--- src/rtl/ysyx_23060187_muldiv.sv ---
// Iterative RV32M multiply/divide unit with valid/ready handshakes.
// Multiply: shift-add over WIDTH cycles. Divide: restoring, one quotient bit per cycle.
// The operands' magnitudes are processed, then the sign is fixed up in a single FIX cycle.
// Optional build macro YSYX_23060187_FAST_MUL_EN: the MUL* ops use one combinational
// 2*WIDTH multiply, so CALC lasts a single cycle. Results are identical in both builds.
module ysyx_23060187_muldiv #(
  parameter int WIDTH = 32,
  parameter int CNT_W = $clog2(WIDTH) + 1
) (
  input  logic             clk,
  input  logic             rst_n,
  input  logic             flush,
  input  logic             in_valid,
  output logic             in_ready,
  input  logic [2:0]       op,
  input  logic [WIDTH-1:0] opnum1,
  input  logic [WIDTH-1:0] opnum2,
  output logic             out_valid,
  input  logic             out_ready,
  output logic [WIDTH-1:0] result,
  output logic             res_zero,
  output logic             res_overflow,
  output logic             div_by_zero
);

  localparam logic [WIDTH-1:0] ALL_ONES = '1;
  localparam logic [WIDTH-1:0] MIN_NEG  = {1'b1, {(WIDTH-1){1'b0}}};

  typedef enum logic [1:0] {IDLE, CALC, FIX, DONE} state_t;

  state_t             state_q;
  logic [2:0]         op_q;
  logic [CNT_W-1:0]   cnt_q;
  logic [2*WIDTH-1:0] acc_q;      // mul: {product high, multiplier}; div: {remainder, quotient}
  logic [WIDTH-1:0]   a_q;        // |multiplicand| or |divisor|
  logic               neg_q;      // negate product / quotient
  logic               neg_rem_q;  // negate remainder (dividend sign)
  logic [WIDTH-1:0]   result_q;
  logic               out_valid_q, res_zero_q, ovf_q, dbz_q;

  // Accept-time decode: signedness, magnitudes and the special cases that skip CALC.
  logic             s1, s2, neg1, neg2, is_div, sp_dbz, sp_ovf, sp_hit;
  logic [WIDTH-1:0] abs1, abs2, sp_res;

  // Accept-time operand decode.
  always_comb begin
    s1 = 1'b0;
    s2 = 1'b0;
    case (op)
      3'b001, 3'b100, 3'b110: begin s1 = 1'b1; s2 = 1'b1; end
      3'b010:                 s1 = 1'b1;
      default: ;
    endcase
    neg1   = s1 & opnum1[WIDTH-1];
    neg2   = s2 & opnum2[WIDTH-1];
    abs1   = neg1 ? (~opnum1 + 1'b1) : opnum1;
    abs2   = neg2 ? (~opnum2 + 1'b1) : opnum2;
    is_div = op[2];
    sp_dbz = is_div && (opnum2 == '0);
    sp_ovf = is_div && !op[0] && (opnum1 == MIN_NEG) && (opnum2 == ALL_ONES);
    sp_hit = sp_dbz | sp_ovf;
    if (sp_dbz) sp_res = op[1] ? opnum1 : ALL_ONES;
    else        sp_res = op[1] ? '0 : opnum1;
  end

  // One iteration step for each datapath, plus the sign fix-up and result select.
  logic [WIDTH:0]     mul_sum, div_shift;
  logic [2*WIDTH-1:0] mul_next, div_next, prod_fix;
  logic [WIDTH-1:0]   div_sub, div_rem, quo_raw, rem_raw, quo_fix, rem_fix, fix_res;
  logic               div_ge;

  // Iteration and fix-up datapath.
  always_comb begin
    mul_sum   = {1'b0, acc_q[2*WIDTH-1:WIDTH]} + (acc_q[0] ? {1'b0, a_q} : '0);
    mul_next  = {mul_sum, acc_q[WIDTH-1:1]};
    div_shift = {acc_q[2*WIDTH-1:WIDTH], acc_q[WIDTH-1]};
    div_ge    = div_shift >= {1'b0, a_q};
    // Modulo-2^WIDTH subtraction is exact whenever div_ge holds.
    div_sub   = div_shift[WIDTH-1:0] - a_q;
    div_rem   = div_ge ? div_sub : div_shift[WIDTH-1:0];
    div_next  = {div_rem, acc_q[WIDTH-2:0], div_ge};
    prod_fix  = neg_q ? (~acc_q + 1'b1) : acc_q;
    quo_raw   = acc_q[WIDTH-1:0];
    rem_raw   = acc_q[2*WIDTH-1:WIDTH];
    quo_fix   = neg_q ? (~quo_raw + 1'b1) : quo_raw;
    rem_fix   = neg_rem_q ? (~rem_raw + 1'b1) : rem_raw;
    case (op_q)
      3'b000:                 fix_res = prod_fix[WIDTH-1:0];
      3'b001, 3'b010, 3'b011: fix_res = prod_fix[2*WIDTH-1:WIDTH];
      3'b100, 3'b101:         fix_res = quo_fix;
      default:                fix_res = rem_fix;
    endcase
  end

`ifdef YSYX_23060187_FAST_MUL_EN
  logic [2*WIDTH-1:0] fast_prod;
  assign fast_prod = {{WIDTH{1'b0}}, a_q} * {{WIDTH{1'b0}}, acc_q[WIDTH-1:0]};
`endif

  // Control FSM with registered result and flags.
  always_ff @(posedge clk or negedge rst_n) begin
    if (!rst_n) begin
      state_q     <= IDLE;
      op_q        <= '0;
      cnt_q       <= '0;
      acc_q       <= '0;
      a_q         <= '0;
      neg_q       <= 1'b0;
      neg_rem_q   <= 1'b0;
      result_q    <= '0;
      out_valid_q <= 1'b0;
      res_zero_q  <= 1'b0;
      ovf_q       <= 1'b0;
      dbz_q       <= 1'b0;
    end else if (flush) begin
      state_q     <= IDLE;
      cnt_q       <= '0;
      result_q    <= '0;
      out_valid_q <= 1'b0;
      res_zero_q  <= 1'b0;
      ovf_q       <= 1'b0;
      dbz_q       <= 1'b0;
    end else begin
      case (state_q)
        IDLE: begin
          if (in_valid) begin
            op_q      <= op;
            neg_q     <= neg1 ^ neg2;
            neg_rem_q <= neg1;
            if (sp_hit) begin
              result_q    <= sp_res;
              res_zero_q  <= (sp_res == '0);
              dbz_q       <= sp_dbz;
              ovf_q       <= sp_ovf & ~sp_dbz;
              out_valid_q <= 1'b1;
              state_q     <= DONE;
            end else begin
              a_q     <= abs2;
              acc_q   <= {{WIDTH{1'b0}}, abs1};
              cnt_q   <= CNT_W'(WIDTH - 1);
              state_q <= CALC;
            end
          end
        end
        CALC: begin
          acc_q <= op_q[2] ? div_next : mul_next;
          if (cnt_q == '0) state_q <= FIX;
          else             cnt_q   <= cnt_q - 1'b1;
`ifdef YSYX_23060187_FAST_MUL_EN
          if (!op_q[2]) begin
            acc_q   <= fast_prod;
            cnt_q   <= '0;
            state_q <= FIX;
          end
`endif
        end
        FIX: begin
          result_q    <= fix_res;
          res_zero_q  <= (fix_res == '0);
          ovf_q       <= 1'b0;
          dbz_q       <= 1'b0;
          out_valid_q <= 1'b1;
          state_q     <= DONE;
        end
        default: begin
          if (out_ready) begin
            out_valid_q <= 1'b0;
            state_q     <= IDLE;
          end
        end
      endcase
    end
  end

  assign in_ready     = (state_q == IDLE);
  assign out_valid    = out_valid_q;
  assign result       = result_q;
  assign res_zero     = res_zero_q;
  assign res_overflow = ovf_q;
  assign div_by_zero  = dbz_q;

endmodule

--- config.mk ---
export PLATFORM = sky130hd
export DESIGN_NAME = ysyx_23060187_muldiv
export DESIGN_NICKNAME = d
export VERILOG_FILES = /design/src/rtl/ysyx_23060187_muldiv.sv
export SDC_FILE = /design/constraint.sdc
export NUM_CORES = 1
export LEC_CHECK = 0
export CORE_ASPECT_RATIO = 1.2
export CORE_UTILIZATION = 43
export CTS_BUF_LIST = sky130_fd_sc_hd__clkbuf_8
export DETAILED_ROUTE_END_ITERATION = 6
export PLACE_DENSITY_LB_ADDON = 0.08
export SLEW_MARGIN = 0
export SYNTH_ARGS = -nofsm -noshare
export SYNTH_HDL_FRONTEND = slang
export SYNTH_SLANG_ARGS = --single-unit
--- constraint.sdc ---
create_clock -name clk -period 4.3 [get_ports clk]
set_input_delay 0.86 -clock clk [delete_from_list [all_inputs] [get_ports clk]]
set_output_delay 0.86 -clock clk [all_outputs]
set_load 0.05 [all_outputs]
* Yosys cells after proc, flatten, opt, wreduce, memory -nomap -nowiden
Index checks and enable logic that the tools add are counted.
** Storage, ports and cells
- Word-level logic and storage cells :: 131
- Flip-flop bits (word level) :: 145
- Output and inout port bits :: 37
** Cells by class
- $add $sub $neg :: 8
- Multiplexer cells :: 49
- Equality and inequality tests :: 21
- Magnitude comparators :: 1
- Bitwise logic cells :: 13
- Reductions and logical operators :: 27
** Operators by type and width (number)
- $mux 32 :: 12
- $mux 64 :: 4
- $add 32x1->32 const B :: 4
- $not 32->32 :: 4
- $pmux 64 s2 :: 1
- $logic_not 32->1 :: 3
- $pmux 32 s3 :: 1
- $add 64x1->64 const B :: 1
- $eq 32x32->1 const B :: 2
- $not 64->64 :: 1
- $pmux 32 s2 :: 1
- $add 32x32->33 :: 1
- $ge 33x32->1 :: 1
- $sub 32x32->32 :: 1
- $mux 6 :: 4
- $reduce_and 4->1 :: 4
- $mux 1 :: 15
- $eq 3x3->1 const B :: 4
- $ne 3x3->1 const B :: 4
- $pmux 6 s2 :: 1
- $mux 2 :: 5
- $eq 3x2->1 const B :: 3
- $reduce_and 3->1 :: 3
- $eq 3x1->1 const B :: 2
- 24 further kinds :: 37

* Longest topological paths before layout
Gate-level depths: netlist of run 1.
- Depth after elaboration :: 9
- Depth in mapped cells :: 15
- Depth with buffers taken out :: 14

* Worst setup path before layout of run 1
Ideal clock, no wire load.
- Path type :: input port to flip-flop
- From :: input opnum1[22]
- To :: register acc_q[55]
- Library setup time :: 0.138 ns
- Setup slack :: 0.246 ns
- Cell stages on the path :: 11
- Path buffers :: 2
- Data arrival time :: 3.916 ns
- Cells stage by stage :: or4_1 or4b_2 or3_1 nor3_2 o31ai_1 nor2b_1 clkbuf_1 and2_1 clkbuf_1 a222oi_1 o21ai_0
** On the way
- Cells in the longest elaborated chain, start to end :: 6
** RTL lines
- from (decl) :: line 16 : input logic [WIDTH-1:0] opnum1,
- $eq 32x32->1 :: line 60 : sp_ovf = is_div && !op[0] && (opnum1 == MIN_NEG) && (opnum2 == ALL_ONES);
- $logic_and 1x1->1 (2 in a row) :: line 60
- $or 1x1->1 :: line 61 : sp_hit = sp_dbz | sp_ovf;
- $ne 2x2->1 (no line)
- $reduce_and 4->1 (no line)
- to (signal assigned) :: line 139 : acc_q <= {{WIDTH{1'b0}}, abs1};
- to (signal assigned) :: line 146 : acc_q <= op_q[2] ? div_next : mul_next;
- to (decl) :: line 34 : logic [2*WIDTH-1:0] acc_q;
No other way between the ends.
A chain may end at the register's enable or synchronous reset.

* Final worst setup path of run 1
- From :: register acc_q[26]
- To :: register res_zero_q (netlist: res_zero)
** On the way
- Cells in the longest elaborated chain, start to end :: 7
- Elaborated cells on any way between the ends :: 10
- Classes of those cells :: add/sub: 2; mux: 5; bitwise: 2; reduce/logical: 1
** RTL lines
- $not 64->64 / $not 32->32 (equally long branches) :: line 82, 85
- $add 64x1->64 / $add 32x1->32 (equally long branches) :: line 82, 85
- $mux 64 / $mux 32 (equally long branches) :: line 82, 85
- $pmux 32 s3 (*) :: line 87 : case (op_q)
- $logic_not 32->1 (*) :: line 159 : res_zero_q <= (fix_res == '0);
- $pmux 1 s2 (*) :: line 124 : case (state_q)
- $mux 1 (*) :: line 115 : end else if (flush) begin
- to (signal assigned) :: line 132 : res_zero_q <= (sp_res == '0);
- to (signal assigned) :: line 159
- to (decl) :: line 39 : logic out_valid_q, res_zero_q, ovf_q, dbz_q;
Mark *: on every way between the ends. The rest lies on a longest branch, timed or not.

==> impl_metrics.env, run 1 <==
export IMPL_ys_ff_latch=145
export IMPL_end_kind="flop"
export IMPL_clock_sinks=145
export IMPL_synth_area_leaders="dfrtp_1, o21ai_0, nand2_1, ha_1, xnor2_1"
export IMPL_coreArea_mm2=0.03417
export IMPL_initial_core_util_pct=43.92
export IMPL_fin_crit_ns=4.213
export IMPL_tightest_slew_ns=0.9184
export IMPL_slew_headroom_pct=38.77
export IMPL_synth_ff_type="dfrtp_1"
export IMPL_ant_nets=0
export IMPL_h_tree_depth=4
export IMPL_dr_pass1_iters=7
export IMPL_synth_warnings=0
export IMPL_grt_use_met3_pct=3.553
export IMPL_crit_type="flop to flop"
export IMPL_post_route_period_util_pct=97.97
export IMPL_antenna_cells=0
export IMPL_r2r_slack_ns=0.09
export IMPL_ir_drop_uv=312.5
export IMPL_rsz0062_at_grt="no"
export IMPL_syn_num_nets=2166
export IMPL_clk_pin_slew_ns=0.10
export IMPL_wire_per_inst_um=21.20
export IMPL_r2r_end="res_zero"
export IMPL_max_cap_violations=0
export IMPL_p_per_area_mw_per_mm2=811.5
export IMPL_grt_pass1_vias=15310
export IMPL_synth_top_area_share_pct=24.18
export IMPL_finalMaxSlewViolations=0
export IMPL_synth_cell_types=79
export IMPL_drt_iter0_drc=1235
export IMPL_hold_viol_final=0
export IMPL_timing_hold_ws_ns=0.3878
export IMPL_hold_path_class="input port to async pin"
export IMPL_drive_above_1_share_pct=11.74
export IMPL_gp_congestion=1.019
export IMPL_cts_buffers=17
export IMPL_syn2layout_area_growth_pct=20.57
export IMPL_placed_area_mm2=0.01765
export IMPL_setup_viol=0
export IMPL_via_count=15990
export IMPL_final_util_pct=52.96
export IMPL_reg2regPathDepth=12
export IMPL_syn_area_mm2=0.01501
export IMPL_viasPerCell=6.007
export IMPL_avgSynthCellArea_um2=7.440
export IMPL_holdBufCountCts=0
export IMPL_final_area_mm2=0.01809
export IMPL_synth_cells=2017
export IMPL_groute_layer_met2_usage_pct=56.45
export IMPL_nFillCells=3378
export IMPL_place_ws_ns=-0.05812
export IMPL_synth_area_leader_cell="dfrtp_1"
export IMPL_top_usage_layer="met2"
export IMPL_port_buffers=108
export IMPL_fin_skew_ns=0.02217
export IMPL_grt_usage_pct=31.79
export IMPL_cts_buffer_depth=2
export IMPL_crit_path_start_kind="flop"
export IMPL_max_freq_mhz=237.4
export IMPL_synth_edf_count=0
export IMPL_clk_latency_ns=0.53
export IMPL_synthTopCellsByCount="nand2_1, o21ai_0, nor2_1"
export IMPL_grt_pass1_wl_um=87930
export IMPL_rows=74
export IMPL_seq_area_frac_synth_pct=24.18
export IMPL_r2r_start="acc_q[26]"
export IMPL_finalWorstSetupSlack_ns=0.08709
export IMPL_status="complete, no violations"
export IMPL_hpwl_um=44940
export IMPL_post_cts_buffers=0
export IMPL_cts_tree="done"
export IMPL_grt_max_degree=93
export IMPL_overflow=0
export IMPL_grt_antenna_before_repair=0
export IMPL_yosysMostFrequentCell="nand2_1"
export IMPL_async_flop_share_pct=100.0
export IMPL_worstPathArrival_ns=4.63
export IMPL_root_buffer="clkbuf_8"
export IMPL_die_x_um=172.5
export IMPL_finalWirelength_um=56430
export IMPL_use_met1_pct=36.80
export IMPL_critPathMaxFanout=8
export IMPL_io_pins=109
export IMPL_die_area_mm2=0.03565
export IMPL_fin_nets=2342
export IMPL_drc=0
export IMPL_p_leak_nw=7.858
export IMPL_crit_required_ns=4.72
export IMPL_die_height_um=206.6
-- state kept, by name, summed over array words and instances (netlist names) --
register,cells
op_q,3
out_valid,1
div_by_zero,1
cnt_q,6
result,32
state_q,2
res_zero,1
neg_rem_q,1
res_overflow,1
a_q,32
neg_q,1
acc_q,64
-- cell type report --
type | instances | area, um^2 | area share, %
tap | 456 | 570.5 | 3.153
timing repair buffer | 292 | 2576 | 14.24
clock buffer | 17 | 234.0 | 1.293
inverter | 75 | 281.5 | 1.556
multi-input combinational | 1662 | 10600 | 58.61
clock inverter | 15 | 197.7 | 1.093
sequential | 145 | 3630 | 20.06
-- layer usage --
layer  share of wire (%)  vias up  wire length (um)
met5                   0        -                 0
met4                 6.1        0              3451
met3                 4.2      153              2356
met2                  49      562             27750
met1                  41     7580             22870
li1                    -     7696                 -
-- power breakdown --
group          leakage (nW)  switching (mW)  internal (mW)
sequential             1.88           0.669           1.89
combinational          5.77            6.57           4.31
clock                 0.212           0.655          0.591
-- through the flow --
| step | std cells | total power [mW] | setup TNS [ns] |
|---|---|---|---|
| after global placement | 2630 | 13.16 | -0.1209 |
| after detailed placement | 2630 | 13.23 | -0.4178 |
| after global routing | 2662 | 15.76 | 0 |
| after CTS | 2662 | 14.51 | 0 |
| final | 2662 | 14.68 | 0 |
| after floorplan | 2017 | 9.456 | 0 |
-- critical path, stage by stage, from the launching register on --
cell and delay, ns:
dfrtp_1 0.39, or4_4 0.56, or4_1 0.69, buf_4 0.26
or3_1 0.50, nor4_2 0.23, mux2i_1 0.12, a211oi_1 0.47
or4_1 0.21, nor3_1 0.06, buf_4 0.15, and4b_1 0.16
a221o_1 0.31
-- how the worst max path moves through the flow --
stage               startpoint         to  slack [ns]
floorplan           opnum1[22]  acc_q[55]        0.25
global placement    opnum1[22]  acc_q[43]       -0.04
detailed placement  opnum1[22]  acc_q[32]       -0.06
CTS                  acc_q[26]   res_zero        0.05
global route         acc_q[26]   res_zero        0.03
finish               acc_q[26]   res_zero        0.09
-- kinds of logic (layout without fill, tap and decap cells) --
| family | count (synthesis) | in the layout | synth area share (%) |
|---|---|---|---|
| flip-flops | 145 | 145 | 24.18 |
| XOR/XNOR | 161 | 161 | 9.396 |
| AND/OR/NAND/NOR | 688 | 688 | 21.66 |
| buffers and inverters | 210 | 399 | 5.361 |
| multiplexers | 62 | 62 | 4.194 |
| AO/OA/AOI/OAI | 661 | 661 | 27.82 |
| adder cells (fa/ha/maj) | 90 | 90 | 7.387 |
-- cells in the final DEF, fill, tap and decap left out, drive strengths merged, types with 17 or more instances in the layout --
cell           synthesis  final
nor4                  27     27
or4                   22     22
o31ai                 29     29
or3                   27     27
inv                   74     81
nor3                  42     42
buf                   13    185
dfrtp                145    145
nand2                251    251
xor2                  66     66
nand4                 24     24
a21oi                140    140
clkbuf               122     17
ha                    75     75
a211oi                30     30
clkdlybuf4s50          0    107
o21ai                238    238
xnor2                 95     95
nor2                 177    177
a22o                  21     21
a21o                  41     41
nand3                 28     28
mux2i                 55     55
-- timing repair --
| action | 4_1_cts | 5_1_grt |
|---|---|---|
| gates resized for setup | 0 | 4 |
| endpoints found under the setup margin | 0 | 3 |
| hold endpoints to repair | 0 | 0 |
Power figures use the tool's default switching activity.
==> inputs of run 2 (changes only) <==
- SETUP_SLACK_MARGIN: unset -> 0.05
==> run 2 against run 1 <==
  * Sequential share of layout area is essentially flat
  * Largest power group unchanged
  * Clock skew is 0.00070 ns higher
  * Via count grew 0.49%
  * Sequential cell count unchanged
  * Worst setup slack better by 0.15 ns
==> impl_metrics.env, run 2 (synthesis gave the netlist of run 1 again) <==
export IMPL_final_common_cell="nand2_1"
export IMPL_cts_buffers=17
export IMPL_p_per_area_mw_per_mm2=812.4
export IMPL_clk_latency_ns=0.53
export IMPL_drive_above_1_share_pct=11.79
export IMPL_drt_iter0_drc=1365
export IMPL_grt_usage_pct=31.79
export IMPL_max_cap_violations=0
export IMPL_grt_antenna_before_repair=0
export IMPL_fin_skew_ns=0.02287
export IMPL_finalMaxSlewViolations=0
export IMPL_holdBufCountCts=0
export IMPL_worstPathArrival_ns=4.51
export IMPL_overflow=0
export IMPL_regMostFlops="acc_q"
export IMPL_cts_buffer_depth=2
export IMPL_initial_core_util_pct=43.92
export IMPL_cts_tree="done"
export IMPL_end_kind="flop"
export IMPL_placed_area_mm2=0.01765
export IMPL_syn2layout_area_growth_pct=20.59
export IMPL_die_area_mm2=0.03565
export IMPL_final_area_mm2=0.01810
export IMPL_io_pins=109
export IMPL_ant_nets=0
export IMPL_final_cell_mix="nand2_1, o21ai_0, buf_4, nor2_1, dfrtp_1"
export IMPL_grt_pass1_vias=15310
export IMPL_crit_type="flop to flop"
export IMPL_port_buffers=108
export IMPL_final_util_pct=52.97
export IMPL_slew_headroom_pct=39.09
export IMPL_largest_reg_flops=64
export IMPL_wire_per_inst_um=21.22
export IMPL_coreArea_mm2=0.03417
export IMPL_viasPerCell=6.037
export IMPL_root_buffer="clkbuf_8"
export IMPL_fin_nets=2342
export IMPL_post_route_period_util_pct=94.39
export IMPL_fin_crit_ns=4.059
export IMPL_timing_hold_ws_ns=0.3856
export IMPL_setup_viol=0
export IMPL_hold_viol_final=0
export IMPL_rows=74
export IMPL_power_mw=14.70
export IMPL_crit_required_ns=4.75
export IMPL_max_freq_mhz=246.4
export IMPL_post_cts_buffers=0
export IMPL_r2r_start="acc_q[12]"
export IMPL_h_tree_depth=4
export IMPL_cts_resized=0
export IMPL_r2r_slack_ns=0.24
export IMPL_drc=0
export IMPL_crit_path_start_kind="flop"
export IMPL_r2r_end="result[24]"
export IMPL_crit_start="acc_q[12]"
export IMPL_die_x_um=172.5
export IMPL_grt_pass1_wl_um=87930
export IMPL_die_height_um=206.6
export IMPL_critPathMaxFanout=8
export IMPL_ir_drop_uv=313.3
export IMPL_dr_pass1_iters=6
export IMPL_grt_max_degree=93
export IMPL_clk_pin_slew_ns=0.10
export IMPL_gp_congestion=1.019
export IMPL_finalWirelength_um=56490
export IMPL_hpwl_um=44940
export IMPL_rsz0062_at_grt="no"
export IMPL_antenna_cells=0
export IMPL_via_count=16070
export IMPL_crit_end="result[24]"
export IMPL_status="complete, no violations"
export IMPL_reg2regPathDepth=10
export IMPL_hold_path_class="input port to async pin"
export IMPL_clock_sinks=145
export IMPL_p_leak_nw=7.860
export IMPL_tightest_slew_ns=0.9137
## run 2: cell counts in the layout (fill, tap and decap cells not counted)
No cell type changed its count.
## run 2: through the flow
stage / TNS, ns / std cells / worst slack, ns
final: 0 / 2662 / 0.2414
after global placement: -0.1209 / 2630 / -0.03944
after floorplan: 0 / 2017 / 0.2462
after global routing: 0 / 2662 / 0.07920
after detailed placement: -0.4178 / 2630 / -0.05812
after CTS: 0 / 2662 / 0.05254
## run 2: power by group
| group | switching [mW] | internal, mW | total, mW |
|---|---|---|---|
| clock | 0.659 | 0.591 | 1.25 |
| combinational | 6.58 | 4.31 | 10.9 |
| sequential | 0.671 | 1.89 | 2.56 |
| total | 7.91 | 6.79 | 14.7 |
## run 2: final cells by class
type,count,area (um^2)
clock inverters,15,197.7
well taps,456,570.5
flip-flops and latches,145,3630
repair buffers,292,2576
clock buffers,17,234.0
fillers,3376,16070
multi-input cells,1662,10610
inverters,75,281.5
## run 2: worst max-delay path: stages, from the launching register on
cell      delay, ns
dfrtp_1        0.45
or3_1          0.47
or4_1          0.67
or3_1          0.59
nor3_1         0.29
nand2b_1       0.16
xnor2_1        0.16
nor2_1         0.06
o32ai_1        0.54
mux2i_1        0.35
o21ai_0        0.23
## run 2: how the worst min path moves through the flow
stage | startpoint | to
after floorplan | acc_q[31] | acc_q[31]
after global placement | result[12] | result[12]
after detailed placement | result[2] | result[2]
after CTS | rst_n | result[26]
after global routing | rst_n | result[26]
final | rst_n | result[26]
## run 2: layer usage
layer / GRT usage, % / part of all wire [%] / vias to the layer above
li1: - / - / 7691
met5: 0 / 0 / -
met4: 19.93 / 6.2 / 0
met2: 56.45 / 49 / 606
met3: 3.553 / 4.4 / 158
met1: 36.80 / 41 / 7615
==> variant 1, RTL diff (settings of run 2) <==
The parameter `WIDTH` goes from 32 to 16.
--- a/src/rtl/ysyx_23060187_muldiv.sv
+++ b/src/rtl/ysyx_23060187_muldiv.sv
@@ -5,5 +5,5 @@
 // 2*WIDTH multiply, so CALC lasts a single cycle. Results are identical in both builds.
 module ysyx_23060187_muldiv #(
-  parameter int WIDTH = 32,
+  parameter int WIDTH = 16,
   parameter int CNT_W = $clog2(WIDTH) + 1
 ) (
Ports: changed (resized opnum1, opnum2 and result); port bits go from 109 to 61. No check against the original RTL was run, so the function may have changed too.
==> variant 1 against run 2 <==
Routed wire length fell by 57%. Design area decreased by 51%. The run now ends with DRC left. Sequential cell count fell by 65. Largest cell class unchanged. Clock skew decreased by 0.0078 ns. Global-route usage shrank 4.9 points. Worst setup slack improved by 0.28 ns. Total power down 48%. Critical path type unchanged. Via count fell by 52%. Area after synthesis down 48%. Maximum frequency is 7.3% higher. Clock power down 58%. Synthesized cell count is 49% lower. First-iteration DRC count down 69%.
==> variant 1: results <==
export IMPL_p_leak_nw=3.85
export IMPL_port_buffer_count=60
export IMPL_ys_top_cells_by_area="dfrtp_1 (26%), ha_1 (6.9%), o21ai_0 (5.9%)"
export IMPL_grt_pass1_vias=7281
export IMPL_failed_checks="DRC"
export IMPL_clock_root_buffer="clkbuf_8"
export IMPL_cp_arrival_ns=4.08
export IMPL_detail_route_drc_violations=3
export IMPL_layout_drive_gt1_share_pct=7.52
export IMPL_grt_total_usage_pct=26.9
export IMPL_commonest_cells_in_the_synthesized_netlist="nand2_1 (108), nor2_1 (107), o21ai_0 (93)"
export IMPL_detailedPlace_worstSlack_ns=0.347
export IMPL_antenna_found_initial=0
export IMPL_finalClockSkew_ns=0.0150
export IMPL_cts_buffers_inserted=9
export IMPL_top_reg_cell_synth="dfrtp_1"
export IMPL_clkTransAtPathRegs_ns=0.09
export IMPL_power_ir_vdd_worst_uv=442
export IMPL_first_pass_grt_wire_length_mm=39.2
export IMPL_worstSkewPairLatency_ns=0.38
export IMPL_hp_class="register to register"
export IMPL_outcome="complete, but fails checks"
export IMPL_num_vias=7644
export IMPL_drt_iter0_drc=421
export IMPL_globalplace_congestion=0.902
export IMPL_postSynthNetCount=1112
export IMPL_routed_wl_mm=24.5
export IMPL_crit_slowest_cell="or4_4"
export IMPL_registers_top_by_ff_count="acc_q"
export IMPL_cts_setup_buffers=0
export IMPL_cts_htree_levels=3
export IMPL_grt_start_max_net_pins=81
export IMPL_slowest_delay_ns=0.62
export IMPL_dp_hpwl_mm=18.9
export IMPL_crit_path_max_fanout=11
export IMPL_ctsLongestPathBuffers=2
export IMPL_fillCellCount=1782
export IMPL_number_of_flip_flops_under_the_largest_register_name=32
export IMPL_slew_headroom_pct=23.6
export IMPL_yosys_cell_types_count=64
export IMPL_yosysWarningCount=0
export IMPL_detail_route_first_pass_iterations=7
export IMPL_synth_seq_area_share_pct=25.5
export IMPL_finish_net_count=1157
## variant 1: cell count changes after synthesis, sizes merged, moves of 28 or more
cell           run 2  this run
nand2            251       108
o21ai            238        93
nor2             177       107
a21oi            140        73
xor2              66        34
xnor2             95        38
clkbuf           122        58
a21o              41        10
inv               74        46
ha                75        43
dfrtp            145        80
## variant 1: cell families (layout without fill, tap and decap cells)
kind of cell	after synthesis	in the layout	share of synthesized area, %
AO/OA/AOI/OAI	304	304	24.5
XOR/XNOR	72	72	8.04
adder cells (fa/ha/maj)	55	55	8.64
buffers and inverters	107	157	5.13
flip-flops	80	80	25.5
multiplexers	52	52	6.79
AND/OR/NAND/NOR	357	357	21.4
## variant 1: area by class of cell
class                   instances  area (um^2)  area share [%]
repair buffers                 95          861            9.61
inverters                      46          173            1.93
flip-flops and latches         80         2000            22.4
multi-input cells             840         5460            61.0
clock inverters                 6         43.8           0.489
clock buffers                  10          138            1.54
well taps                     220          275            3.07
## variant 1: per-stage QoR
step	power [mW]	instances	hold WS, ns	area (um^2)
floorplan	5.40	1027	0.461	7850
global placement	6.98	1281	0.483	8770
detailed placement	6.99	1281	0.498	8770
CTS	7.55	1297	0.511	8960
global route	8.21	1297	0.526	8960
finish	7.58	1297	0.507	8960
## variant 1: layer usage
layer	GRT usage [%]	share of wire, %
met3	3.54	4.0
met1	34.1	44
met5	0	0
met4	13.4	3.9
met2	45.0	48
## variant 1: worst max-delay path, delay by kind of cell, from the launching register on
kind | cells | cell delay (ns)
AOI/OAI and AO/OA | 2 | 0.76
and+or+nand+nor | 6 | 2.45
DFF | 1 | 0.48
## variant 1: where the power goes
| group | switching [mW] | internal (mW) |
|---|---|---|
| Combinational | 3.44 | 2.14 |
| Sequential | 0.398 | 1.07 |
| Clock | 0.301 | 0.226 |
## variant 1: final timing paths
check                           slack (ns)  cells past startpoint  startpoint        end
worst min register to register        0.51                      1    cnt_q[0]   cnt_q[0]
worst max-delay path                  0.52                      8    acc_q[6]   res_zero
worst max register to register        0.52                      8    acc_q[6]   res_zero
max in group asynchronous             2.97                      1       rst_n  result[1]
worst min-delay path                  0.51                      1    cnt_q[0]   cnt_q[0]
min in group asynchronous             0.64                      1       rst_n   acc_q[7]
==> variant 2, RTL diff (settings of run 2) <==
Made on the original files. The 4 states of `state_t` get a Gray code encoding in 2 bits.
--- a/src/rtl/ysyx_23060187_muldiv.sv
+++ b/src/rtl/ysyx_23060187_muldiv.sv
@@ -27,5 +27,5 @@
   localparam logic [WIDTH-1:0] MIN_NEG  = {1'b1, {(WIDTH-1){1'b0}}};
 
-  typedef enum logic [1:0] {IDLE, CALC, FIX, DONE} state_t;
+  typedef enum logic [1:0] {IDLE = 2'b00, CALC = 2'b01, FIX = 2'b11, DONE = 2'b10} state_t;
 
   state_t             state_q;
Function: no difference found for any inputs over 4 cycles, from zero or initial values and one cycle with rst_n low; so few cycles prove little.
==> variant 2 against run 2 <==
Global-route usage up 2.4 points. Area after synthesis up 0.14%. Largest cell class unchanged. Design area down 1.6%. Cell count down 2.7%. Sequential cell count unchanged. Routed wire length up 7.9%. Synthesized cell count down 1.7%. Largest power group unchanged. Critical path type unchanged. Total power up 6.0%. Worst setup slack better by 0.044 ns.
==> variant 2: results <==
export IMPL_first_pass_grt_wire_length_mm=92.3
export IMPL_leading_cell_type_by_number_of_instances_after_synthesis="o21ai_0"
export IMPL_finalClockSkew_ns=0.0184
export IMPL_yosys_cell_types_count=86
export IMPL_grt_pass1_vias=15287
export IMPL_postSynthNetCount=2132
export IMPL_globalRouteMet3Util_pct=4.38
export IMPL_cp_arrival_ns=4.43
export IMPL_layout_drive_gt1_share_pct=11.0
export IMPL_crit_path_max_fanout=16
export IMPL_p_leak_nw=7.79
export IMPL_grt_start_max_net_pins=67
export IMPL_drt_iter0_drc=1436
export IMPL_commonest_cells_in_the_synthesized_netlist="o21ai_0 (207), nand2_1 (200), nor2_1 (175)"
export IMPL_outcome="finished, final reports clean"
export IMPL_groute_layer_met1_usage_pct=38.6
export IMPL_detailedPlace_worstSlack_ns=-0.0967
export IMPL_detail_route_vias_per_cell=6.14
export IMPL_regToRegSetupSlack_ns=0.29
export IMPL_wl_met3_mm=2.93
export IMPL_wirelength_per_cell_um=23.5
export IMPL_worst_slew_pin_transition_ns=0.964
export IMPL_route_met2_wl_mm=30.3
export IMPL_detail_route_wirelength_met1_mm=23.8
export IMPL_global_route_usage_met2_pct=61.5
export IMPL_ys_top_cells_by_area="dfrtp_1 (24%), o21ai_0 (6.9%), ha_1 (6.2%)"
export IMPL_globalplace_congestion=0.963
export IMPL_finish_net_count=2270
export IMPL_fillCellCount=3379
[variant 2: changes by cell type after synthesis, sizes merged, moves of 12 or more]
cell | before | now
a2111oi | 3 | 16
a211oi | 30 | 18
buf | 13 | 28
nand3 | 28 | 41
clkbuf | 122 | 106
a221oi | 15 | 2
maj3 | 13 | 1
xnor2 | 95 | 83
o21ai | 238 | 215
nand2 | 251 | 201
[variant 2: cell type report]
cell class                 count  area (um^2)  share of cell area [%]
multi-input combinational   1628        10600                    59.6
antenna                        2         5.00                  0.0281
sequential                   145         3630                    20.4
clock buffer                  17          234                    1.31
tap                          456          571                    3.20
clock inverter                14          215                    1.21
timing repair buffer         253         2260                    12.7
inverter                      76          285                    1.60
[variant 2: worst paths after layout]
kind | start | to | depth (start not counted)
worst max-delay path | acc_q[0] | acc_q[58] | 14
worst max register to register | acc_q[0] | acc_q[58] | 14
min in group clk | res_overflow | res_overflow | 1
max in group asynchronous | rst_n | cnt_q[4] | 2
worst min-delay path | rst_n | acc_q[8] | 1
worst min register to register | res_overflow | res_overflow | 1
[variant 2: through the flow]
step	instances	setup TNS, ns	utilization (%)	hold slack, ns	cell area (um^2)
floorplan	1983	0	-	0.495	15000
global placement	2558	-0.199	50.6	0.465	17300
detailed placement	2558	-0.829	50.6	0.465	17300
CTS	2589	0	51.9	0.295	17800
global route	2590	0	52.0	0.314	17800
finish	2591	0	52.0	0.285	17800
[variant 2: cell families (layout without fill, tap and decap cells)]
logic type	after synthesis	after routing	share of synthesized area, %
xor gates and xnor gates	154	154	8.98
and+or+nand+nor	656	656	21.2
other	0	2	0
muxes	57	57	3.87
buffers and inverters	210	360	5.57
AOI/OAI and AO/OA	683	683	29.7
DFF	145	145	24.1
adders and majority gates	78	78	6.58
[variant 2: where the power goes]
group | total (mW) | switching (mW) | internal, mW | leakage, nW
registers | 2.71 | 0.811 | 1.90 | 1.86
logic | 11.6 | 7.36 | 4.20 | 5.70
clock network | 1.31 | 0.619 | 0.687 | 0.228
total | 15.6 | 8.79 | 6.79 | 7.79
[variant 2: repair_timing]
item,in CTS,in global routing
setup endpoints to repair,0,3
endpoints found under the hold margin,0,0
resized for setup,0,4
hold buffers,0,0
[variant 2: critical path, stage by stage, from the launching register on]
cell and delay [ns]:
dfrtp_1 0.46, clkinv_1 0.22, buf_4 0.25, nor2_1 0.15
ha_1 0.30, a21oi_1 0.15, o21ai_0 0.17, a32o_1 0.32
a2111o_1 0.49, a2111oi_0 0.53, or3_4 0.26, nor3_1 0.05
o31a_1 0.28, o21ai_0 0.15, o21ai_0 0.11
